<file path="src/rtl/bank_out_arbiter_if.sv">
// Packet types and the request/output bundle for bank_out_arbiter.
// The slave modport is the arbiter side; the master modport is the node/router side.
`timescale 1ns/1ps

package bank_out_arbiter_pkg;
    typedef enum logic [1:0] {
        CTRL_PATH  = 2'd0,
        CTRL_SUM   = 2'd1,
        CTRL_RSVD2 = 2'd2,
        CTRL_RSVD3 = 2'd3
    } ctrl_e;

    typedef struct packed {
        ctrl_e       ctrl;
        logic [7:0]  addr;
        logic [15:0] data;
    } pkt_t;
endpackage

interface bank_out_arbiter_if
    import bank_out_arbiter_pkg::*;
#(
    parameter int NUM_REQ = 4,
    parameter int IDX_W   = $clog2(NUM_REQ)
) ();
    logic [NUM_REQ-1:0] req_valid;
    logic [NUM_REQ-1:0] req_ready;
    pkt_t               req_pkt [NUM_REQ];
    logic               out_valid;
    logic               out_ready;
    pkt_t               out_pkt;
    logic [IDX_W-1:0]   out_src;

    modport master (
        output req_valid, req_pkt, out_ready,
        input  req_ready, out_valid, out_pkt, out_src
    );

    modport slave (
        input  req_valid, req_pkt, out_ready,
        output req_ready, out_valid, out_pkt, out_src
    );
endinterface

</file>
<file path="src/rtl/bank_out_arbiter.sv">
// Round-robin arbiter feeding a one-entry registered output stage.
// Optional macro ARB_SUM_PRIORITY_EN: CTRL_SUM packets win over all other requests.
`timescale 1ns/1ps

module bank_out_arbiter
    import bank_out_arbiter_pkg::*;
#(
    parameter int NUM_REQ = 4,
    parameter int IDX_W   = $clog2(NUM_REQ)
) (
    input  logic              clk,
    input  logic              rst,
    bank_out_arbiter_if.slave bus
);

    logic               r_outValid;
    pkt_t               r_outPkt;
    logic [IDX_W-1:0]   r_outSrc;
    logic [IDX_W-1:0]   r_ptr;

    logic               w_loadEn;
    logic [NUM_REQ-1:0] w_eligible;
    logic [IDX_W-1:0]   w_winner;
    logic               w_found;
    logic [IDX_W:0]     w_sum;
    logic [NUM_REQ-1:0] w_reqReady;
    logic [IDX_W-1:0]   w_ptrNext;

    assign w_loadEn = !r_outValid || bus.out_ready;

`ifdef ARB_SUM_PRIORITY_EN
    logic [NUM_REQ-1:0] w_sumValid;

    always_comb begin
        w_sumValid = '0;
        for (int i = 0; i < NUM_REQ; i++) begin
            w_sumValid[i] = bus.req_valid[i] && (bus.req_pkt[i].ctrl == CTRL_SUM);
        end
    end

    assign w_eligible = (|w_sumValid) ? w_sumValid : bus.req_valid;
`else
    assign w_eligible = bus.req_valid;
`endif

    // Scan from the farthest offset down so the offset closest to r_ptr wins; wrap is an explicit modulo.
    always_comb begin
        w_winner = '0;
        w_found  = 1'b0;
        w_sum    = '0;
        for (int k = NUM_REQ - 1; k >= 0; k--) begin
            w_sum = {1'b0, r_ptr} + (IDX_W+1)'(k);
            if (w_sum >= (IDX_W+1)'(NUM_REQ)) begin
                w_sum = w_sum - (IDX_W+1)'(NUM_REQ);
            end
            if (w_eligible[w_sum[IDX_W-1:0]]) begin
                w_winner = w_sum[IDX_W-1:0];
                w_found  = 1'b1;
            end
        end
    end

    always_comb begin
        w_reqReady = '0;
        if (rst && w_loadEn && w_found) begin
            w_reqReady = {{(NUM_REQ-1){1'b0}}, 1'b1} << w_winner;
        end
    end

    assign w_ptrNext = (w_winner == IDX_W'(NUM_REQ - 1)) ? '0 : w_winner + 1'b1;

    always_ff @(posedge clk or negedge rst) begin
        if (!rst) begin
            r_outValid <= 1'b0;
            r_outPkt   <= '0;
            r_outSrc   <= '0;
            r_ptr      <= '0;
        end else if (w_loadEn && w_found) begin
            r_outValid <= 1'b1;
            r_outPkt   <= bus.req_pkt[w_winner];
            r_outSrc   <= w_winner;
            r_ptr      <= w_ptrNext;
        end else if (r_outValid && bus.out_ready) begin
            r_outValid <= 1'b0;
        end
    end

    assign bus.req_ready = w_reqReady;
    assign bus.out_valid = r_outValid;
    assign bus.out_pkt   = r_outPkt;
    assign bus.out_src   = r_outSrc;

endmodule
</file>
<file path="src/flat_wrapper.sv">
// flat-port wrapper written by rule: the top's interface ports become plain ports
module bank_out_arbiter_flat import bank_out_arbiter_pkg::*;
#(
    parameter int NUM_REQ = 4,
    parameter int IDX_W   = $clog2(NUM_REQ)
)
  (clk, rst, bus_req_valid, bus_req_pkt, bus_out_ready, bus_req_ready, bus_out_valid, bus_out_pkt, bus_out_src);
  bank_out_arbiter_if #(.NUM_REQ(NUM_REQ), .IDX_W(IDX_W)) bus_i ();
  input  logic clk;
  input  logic rst;
  input wire logic [$bits(bus_i.req_valid)-1:0] bus_req_valid;
  input wire logic [$bits(bus_i.req_pkt)-1:0] bus_req_pkt;
  input wire logic [$bits(bus_i.out_ready)-1:0] bus_out_ready;
  output wire logic [$bits(bus_i.req_ready)-1:0] bus_req_ready;
  output wire logic [$bits(bus_i.out_valid)-1:0] bus_out_valid;
  output wire logic [$bits(bus_i.out_pkt)-1:0] bus_out_pkt;
  output wire logic [$bits(bus_i.out_src)-1:0] bus_out_src;
  assign bus_i.req_valid = bus_req_valid;
  assign bus_i.req_pkt = {>>{bus_req_pkt}};
  assign bus_i.out_ready = bus_out_ready;
  assign bus_req_ready = bus_i.req_ready;
  assign bus_out_valid = bus_i.out_valid;
  assign bus_out_pkt = bus_i.out_pkt;
  assign bus_out_src = bus_i.out_src;
  bank_out_arbiter #(.NUM_REQ(NUM_REQ), .IDX_W(IDX_W)) u_core (.clk(clk), .rst(rst), .bus(bus_i));
endmodule
</file>
<file path="config.mk">
export PLATFORM = sky130hd
export DESIGN_NAME = bank_out_arbiter_flat
export DESIGN_NICKNAME = d
export VERILOG_FILES = /design/src/rtl/bank_out_arbiter_if.sv /design/src/rtl/bank_out_arbiter.sv /design/src/flat_wrapper.sv
export SDC_FILE = /design/constraint.sdc
export NUM_CORES = 1
export LEC_CHECK = 0
export BUFFER_PORTS_ARGS = -buffer_cell sky130_fd_sc_hd__buf_4
export CAP_MARGIN = 20
export CORE_ASPECT_RATIO = 0.8
export CORE_MARGIN = 2
export CORE_UTILIZATION = 45
export CTS_BUF_LIST = sky130_fd_sc_hd__clkbuf_8
export DETAILED_ROUTE_END_ITERATION = 7
export GPL_ROUTABILITY_DRIVEN = 0
export PLACE_DENSITY = 0.94
export SYNTH_ARGS = -nofsm -noshare
export SYNTH_HDL_FRONTEND = slang
export SYNTH_SLANG_ARGS = --single-unit
</file>
<file path="constraint.sdc">
create_clock -name clk -period 6.05 [get_ports clk]
set_input_delay 1.21 -clock clk [delete_from_list [all_inputs] [get_ports clk]]
set_output_delay 1.21 -clock clk [all_outputs]
set_load 0.05 [all_outputs]
</file>
==> metrics.txt, run 1 <==
CTS Sinks=31; gr usage total=27.2%; IO Count=144; 1st-pass router iterations=4; logic gate share of total power=62.7%; total CTS buffers=5; final-stage net count=491; Setup Crit Path Kind=primary input to primary output; CTS Buffer Depth=2; critical-path maximum fanout=30; largest family of logic cells by synthesized area=compound AO/OA/AOI/OAI gates; final hold vios=0; post-synthesis adder-cell area fraction=0.511%; worst endpoint data arrival time=3.60 ns; commonest cells after routing, fill and taps aside=buf_4, dfrtp_1, mux2i_1, nand3_1; DR WL met3=661 um; Final Cycle Share=79.4%; Compound-Gate Fraction of Synth Area=27.0%; TNS Setup=0 ns; asr flop ratio synth=100%; Overflow after GRT=0; starting density of the core=47.8%; worst min path class=flop to flop; number of synthesized flops with an enable pin=0; post-CTS sizing=0; die area=0.00605 mm^2; wire length per cell=18.8 um; Worst EP required=4.84 ns; Synthesis Warnings=0; Core Util, Final=69.3%; hold buffer count at CTS=0; die height=70.0 um; M1 wire length=3390 um; initial DRC count=184; Rows=23; clock share of power=12.6%; Least-Margin Pin Slew=1.02 ns; Yosys reg bits=31; Mapped Nets=370; detailed-route wire length=8320 um; Reg clk slew, reported paths=0.07 ns; RSZ-0062 raised after global routing=no; share of the yosys chip area belonging to registers=31.7%; status=complete, no violations; number of global-route vias before repair=2775; Psw=0.743 mW; Die Width=86.5 um; Antenna Nets Post-Route=0; pin count of the biggest net entering global routing=59; Post-Synth XOR/XNOR Area=0%; Port Buffers=143; Mean Syn Cell Area=9.49 um^2; met2 WL=4170 um; Tmin final=4.81 ns; initial antenna violation count=0; worst skew pair latency=0.27 ns; Final Skew=0.00435 ns; CTS tree=done; Root Buffer=clkbuf_8; Sw Ratio=51.4%; drt drc=0; total power=1.45 mW; mux share of post-synthesis cell area=11.0%; Top Layer Used=met4; htree depth=2; n_diodes=0; layout cells sized above 1=43.9%; Netlist Area Pre-Place=0.00245 mm^2; post-synth cell types=31; first-pass GRT wire length=13400 um; cell internal pwr=0.704 mW; Mapped Cells=258; Layout fillers=427; Synth Area in Simple Gates=20.6%; MaxCap Viol Count=0; Slew Limit Fails=0; hpwl dp=5620 um; most common cell after layout, fill and taps aside=buf_4; Setup WS post-layout=1.24 ns; critical path endpoint category=primary output; startpoint types=primary input; Area Growth Syn to Fin=45.0%; Max-Slew Margin vs Limit=31.7%; Vias=2787; Reg power frac=24.7%; via/cell ratio=6.31; Pleak=1.60 nW; pre-CTS WS=1.26 ns; most common flop cell mapped by yosys=dfrtp_1; top achievable clock speed=0.208 GHz; VDD IR max=0.296 mV; core area=0.00512 mm^2; postcts setup bufs=0; Power per Cell Area=407 mW/mm^2; final setup vio count=0
## through the flow
stage | std cells | instance area, um^2 | hold slack [ns]
2_1_floorplan | 258 | 2450 | 0.521
3_3_place_gp | 433 | 3440 | 0.462
3_5_place_dp | 433 | 3440 | 0.464
4_1_cts | 441 | 3540 | 0.480
5_1_grt | 442 | 3550 | 0.539
6_report | 442 | 3550 | 0.483
## critical path, stage by stage
cell and delay, ns:
buf_4 0.13, nand2b_1 0.06, a21o_1 0.63, nand2_2 0.11, inv_1 0.77, ha_1 0.31
and3_1 0.16, buf_4 0.20
## final timing paths
| check | startpoint | end | slack, ns | cells past startpoint |
|---|---|---|---|---|
| setup / recovery | bus_req_valid[2] | bus_req_ready[3] | 1.24 | 8 |
| max in group asynchronous | rst | u_core.bus.out_pkt[6] | 4.86 | 1 |
| min in group asynchronous | rst | u_core.r_ptr[1] | 0.87 | 1 |
| hold / removal | u_core.bus.out_src[1] | u_core.bus.out_src[1] | 0.48 | 2 |
| setup reg to reg | u_core.r_ptr[1] | u_core.r_ptr[1] | 3.29 | 7 |
| hold reg to reg | u_core.bus.out_src[1] | u_core.bus.out_src[1] | 0.48 | 2 |
## power by group through the flow
stage / Clock, mW / Sequential, mW / Combinational (mW)
after global placement: 0 / 0.356 / 0.876
final: 0.182 / 0.358 / 0.907
after detailed placement: 0 / 0.360 / 0.900
after floorplan: 0 / 0.630 / 0.361
after global routing: 0.196 / 0.368 / 0.959
after CTS: 0.185 / 0.358 / 0.901
## logic make-up (layout without fill, tap and decap cells)
logic type	Yosys count	after routing
AO/OA/AOI/OAI	84	84
AND/OR/NAND/NOR	78	78
buffers and inverters	37	159
flip-flops	31	31
multiplexers	27	27
adder cells (fa/ha/maj)	1	1
## metal layers
layer	up-vias	GRT usage [%]
met5	-	0
met4	0	6.25
met3	10	6.38
met2	140	46.4
met1	1341	34.6
li1	1296	-
## sequential cells by signal (all words and copies together), names as in the netlist
signal                count
u_core.bus.out_pkt       26
u_core.bus.out_src        2
u_core.r_ptr              2
u_core.bus.out_valid      1
## synth_stat cells, types with 2 or more instances
cell | count | area share (%)
buf_1 | 2 | 0.31
buf_2 | 10 | 2.0
buf_4 | 7 | 2.1
mux2i_1 | 27 | 11
nor3_1 | 2 | 0.41
nand2b_1 | 3 | 0.77
nand2_1 | 11 | 1.7
nand3_1 | 27 | 5.5
a2111oi_0 | 26 | 9.3
nor4b_1 | 26 | 9.3
dfrtp_1 | 31 | 32
a221oi_2 | 2 | 1.2
nor2_1 | 3 | 0.46
buf_6 | 6 | 2.8
clkbuf_1 | 11 | 1.7
o21ai_1 | 26 | 5.3
a221oi_1 | 24 | 8.6
## area by class of cell
cell class	count	area, um^2	share of cell area, %
clock inverters	1	3.75	0.106
multi-input cells	190	1460	41.1
flip-flops and latches	31	776	21.8
well taps	62	77.6	2.18
repair buffers	150	1130	31.9
inverters	1	3.75	0.106
clock buffers	7	96.3	2.71
Note: power is estimated with default switching activity, not from simulation.
==> inputs of run 2 (changes only) <==
CORE_UTILIZATION = 41   (was 45)
PLACE_DENSITY = 0.91   (was 0.94)
clock period = 4.3 ns   (was 6.05 ns; I/O delays follow)
==> metrics.txt, run 2 (synthesis gave the netlist of run 1 again) <==
status=complete, no violations (unchanged); Rows=25 (was 23); Reg area=776 um^2 (unchanged); CTS Buffer Depth=2 (unchanged); via/cell ratio=6.05 (was 6.31); Layout Cells excl Fill=462 (was 442); DP Cell Count=454 (was 433); startpoint types=primary input (unchanged); most common cell after layout, fill and taps aside=buf_4 (unchanged); commonest cells after routing, fill and taps aside=buf_4, dfrtp_1, mux2i_1, nand3_1 (unchanged); initial antenna violation count=0 (unchanged); critical path endpoint category=primary output (unchanged); Tmin final=3.64 ns; Max-Slew Margin vs Limit=28.2% (was 31.7%); Core Util, Final=61.1% (was 69.3%); Least-Margin Pin Slew=1.08 ns (was 1.02 ns); final-stage net count=492 (was 491); critical-path maximum fanout=30 (unchanged); 1st-pass router iterations=7 (was 4); die height=73.1 um (was 70.0 um); Root Buffer=clkbuf_8 (unchanged); wire length per cell=17.7 um (was 18.8 um); Final Cycle Share=84.7%; worst skew pair latency=0.28 ns (was 0.27 ns); number of global-route vias before repair=2758 (was 2775); Overflow after GRT=0 (unchanged); Power per Cell Area=568 mW/mm^2 (was 407 mW/mm^2); layout cells sized above 1=44.1% (was 43.9%); IO Count=144 (unchanged); n_diodes=0 (unchanged); drt drc=0 (unchanged); Pleak=1.60 nW (about the same); Port Buffers=143 (unchanged); worst endpoint data arrival time=2.78 ns (was 3.60 ns); max reg flops=26 (unchanged); post-CTS sizing=0 (unchanged); Vias=2797 (was 2787); RSZ-0062 raised after global routing=no (unchanged); Final Skew=0.00197 ns (was 0.00435 ns); starting density of the core=41.9% (was 47.8%); Multi-input gate area=0.00146 mm^2 (unchanged); final setup vio count=0 (unchanged); core area=0.00585 mm^2 (was 0.00512 mm^2); Worst EP required=3.44 ns (was 4.84 ns); MaxCap Viol Count=0 (unchanged); worst min path class=flop to flop (unchanged); Layout fillers=491 (was 427); CTS Sinks=31 (unchanged); gr usage total=24.1% (was 27.2%); pin count of the biggest net entering global routing=59 (unchanged); TNS Setup=0 ns (unchanged); Reg clk slew, reported paths=0.07 ns (about the same); hpwl dp=5540 um (was 5620 um); final hold vios=0 (unchanged); Die Width=90.4 um (was 86.5 um); fin area=0.00357 mm^2 (was 0.00355 mm^2); postcts setup bufs=0 (unchanged); top achievable clock speed=0.275 GHz; htree depth=2 (unchanged); Setup WS post-layout=0.657 ns (was 1.24 ns); total CTS buffers=5 (unchanged); Antenna Nets Post-Route=0 (unchanged); hold buffer count at CTS=0 (unchanged); Setup Crit Path Kind=primary input to primary output (unchanged); CTS tree=done (unchanged); VDD IR max=0.426 mV (was 0.296 mV); initial DRC count=161 (was 184); Area Growth Syn to Fin=46.0% (was 45.0%); die area=0.00661 mm^2 (was 0.00605 mm^2); first-pass GRT wire length=13100 um (was 13400 um); detailed-route wire length=8180 um (was 8320 um); Slew Limit Fails=0 (unchanged); pre-CTS WS=0.695 ns (was 1.26 ns); Post-DP Area=0.00347 mm^2 (was 0.00344 mm^2)
[run 2: cell count changes in the layout (fill, tap and decap cells not counted)]
cell,change
buf_4,+2
buf_8,-1
[run 2: final timing paths]
path / start / endpoint / slack [ns] / depth (start not counted)
worst max-delay path: bus_req_valid[3] / bus_req_ready[3] / 0.66 / 8
worst min-delay path: u_core.bus.out_src[1] / u_core.bus.out_src[1] / 0.48 / 2
worst max register to register: u_core.r_ptr[1] / u_core.r_ptr[1] / 2.01 / 7
worst min register to register: u_core.bus.out_src[1] / u_core.bus.out_src[1] / 0.48 / 2
max in group asynchronous: rst / u_core.bus.out_pkt[20] / 3.47 / 1
min in group asynchronous: rst / u_core.bus.out_pkt[6] / 0.52 / 1
[run 2: routing by layer]
layer	GRT usage, %	wire length, um	up-vias
met1	29.3	3470	1351
met5	0	0	-
li1	-	-	1296
met3	5.68	646	13
met2	44.2	3990	137
met4	5.47	75	0
[run 2: stage by stage]
stage / total power, mW / hold slack (ns)
finish: 2.03 / 0.482
global route: 2.14 / 0.532
CTS: 2.03 / 0.485
detailed placement: 1.77 / 0.468
global placement: 1.74 / 0.462
floorplan: 1.39 / 0.521
[run 2: power by group]
| group | leakage [nW] | internal, mW | total (mW) | switching [mW] |
|---|---|---|---|---|
| clock | 0.0557 | 0.144 | 0.255 | 0.111 |
| sequential | 0.378 | 0.414 | 0.500 | 0.0867 |
| combinational | 1.17 | 0.432 | 1.28 | 0.844 |
[run 2: final cells by class]
cell class / instances / area share (%)
multi-input combinational: 190 / 40.8
timing repair buffer: 151 / 31.7
sequential: 31 / 21.7
tap: 81 / 2.84
clock buffer: 7 / 2.70
clock inverter: 1 / 0.105
inverter: 1 / 0.105
[run 2: critical path, stage by stage]
cell	delay (ns)
buf_4	0.12
mux2i_1	0.08
a2bb2oi_2	0.20
nand2_2	0.07
inv_1	0.78
ha_1	0.32
and3_1	0.16
buf_4	0.19
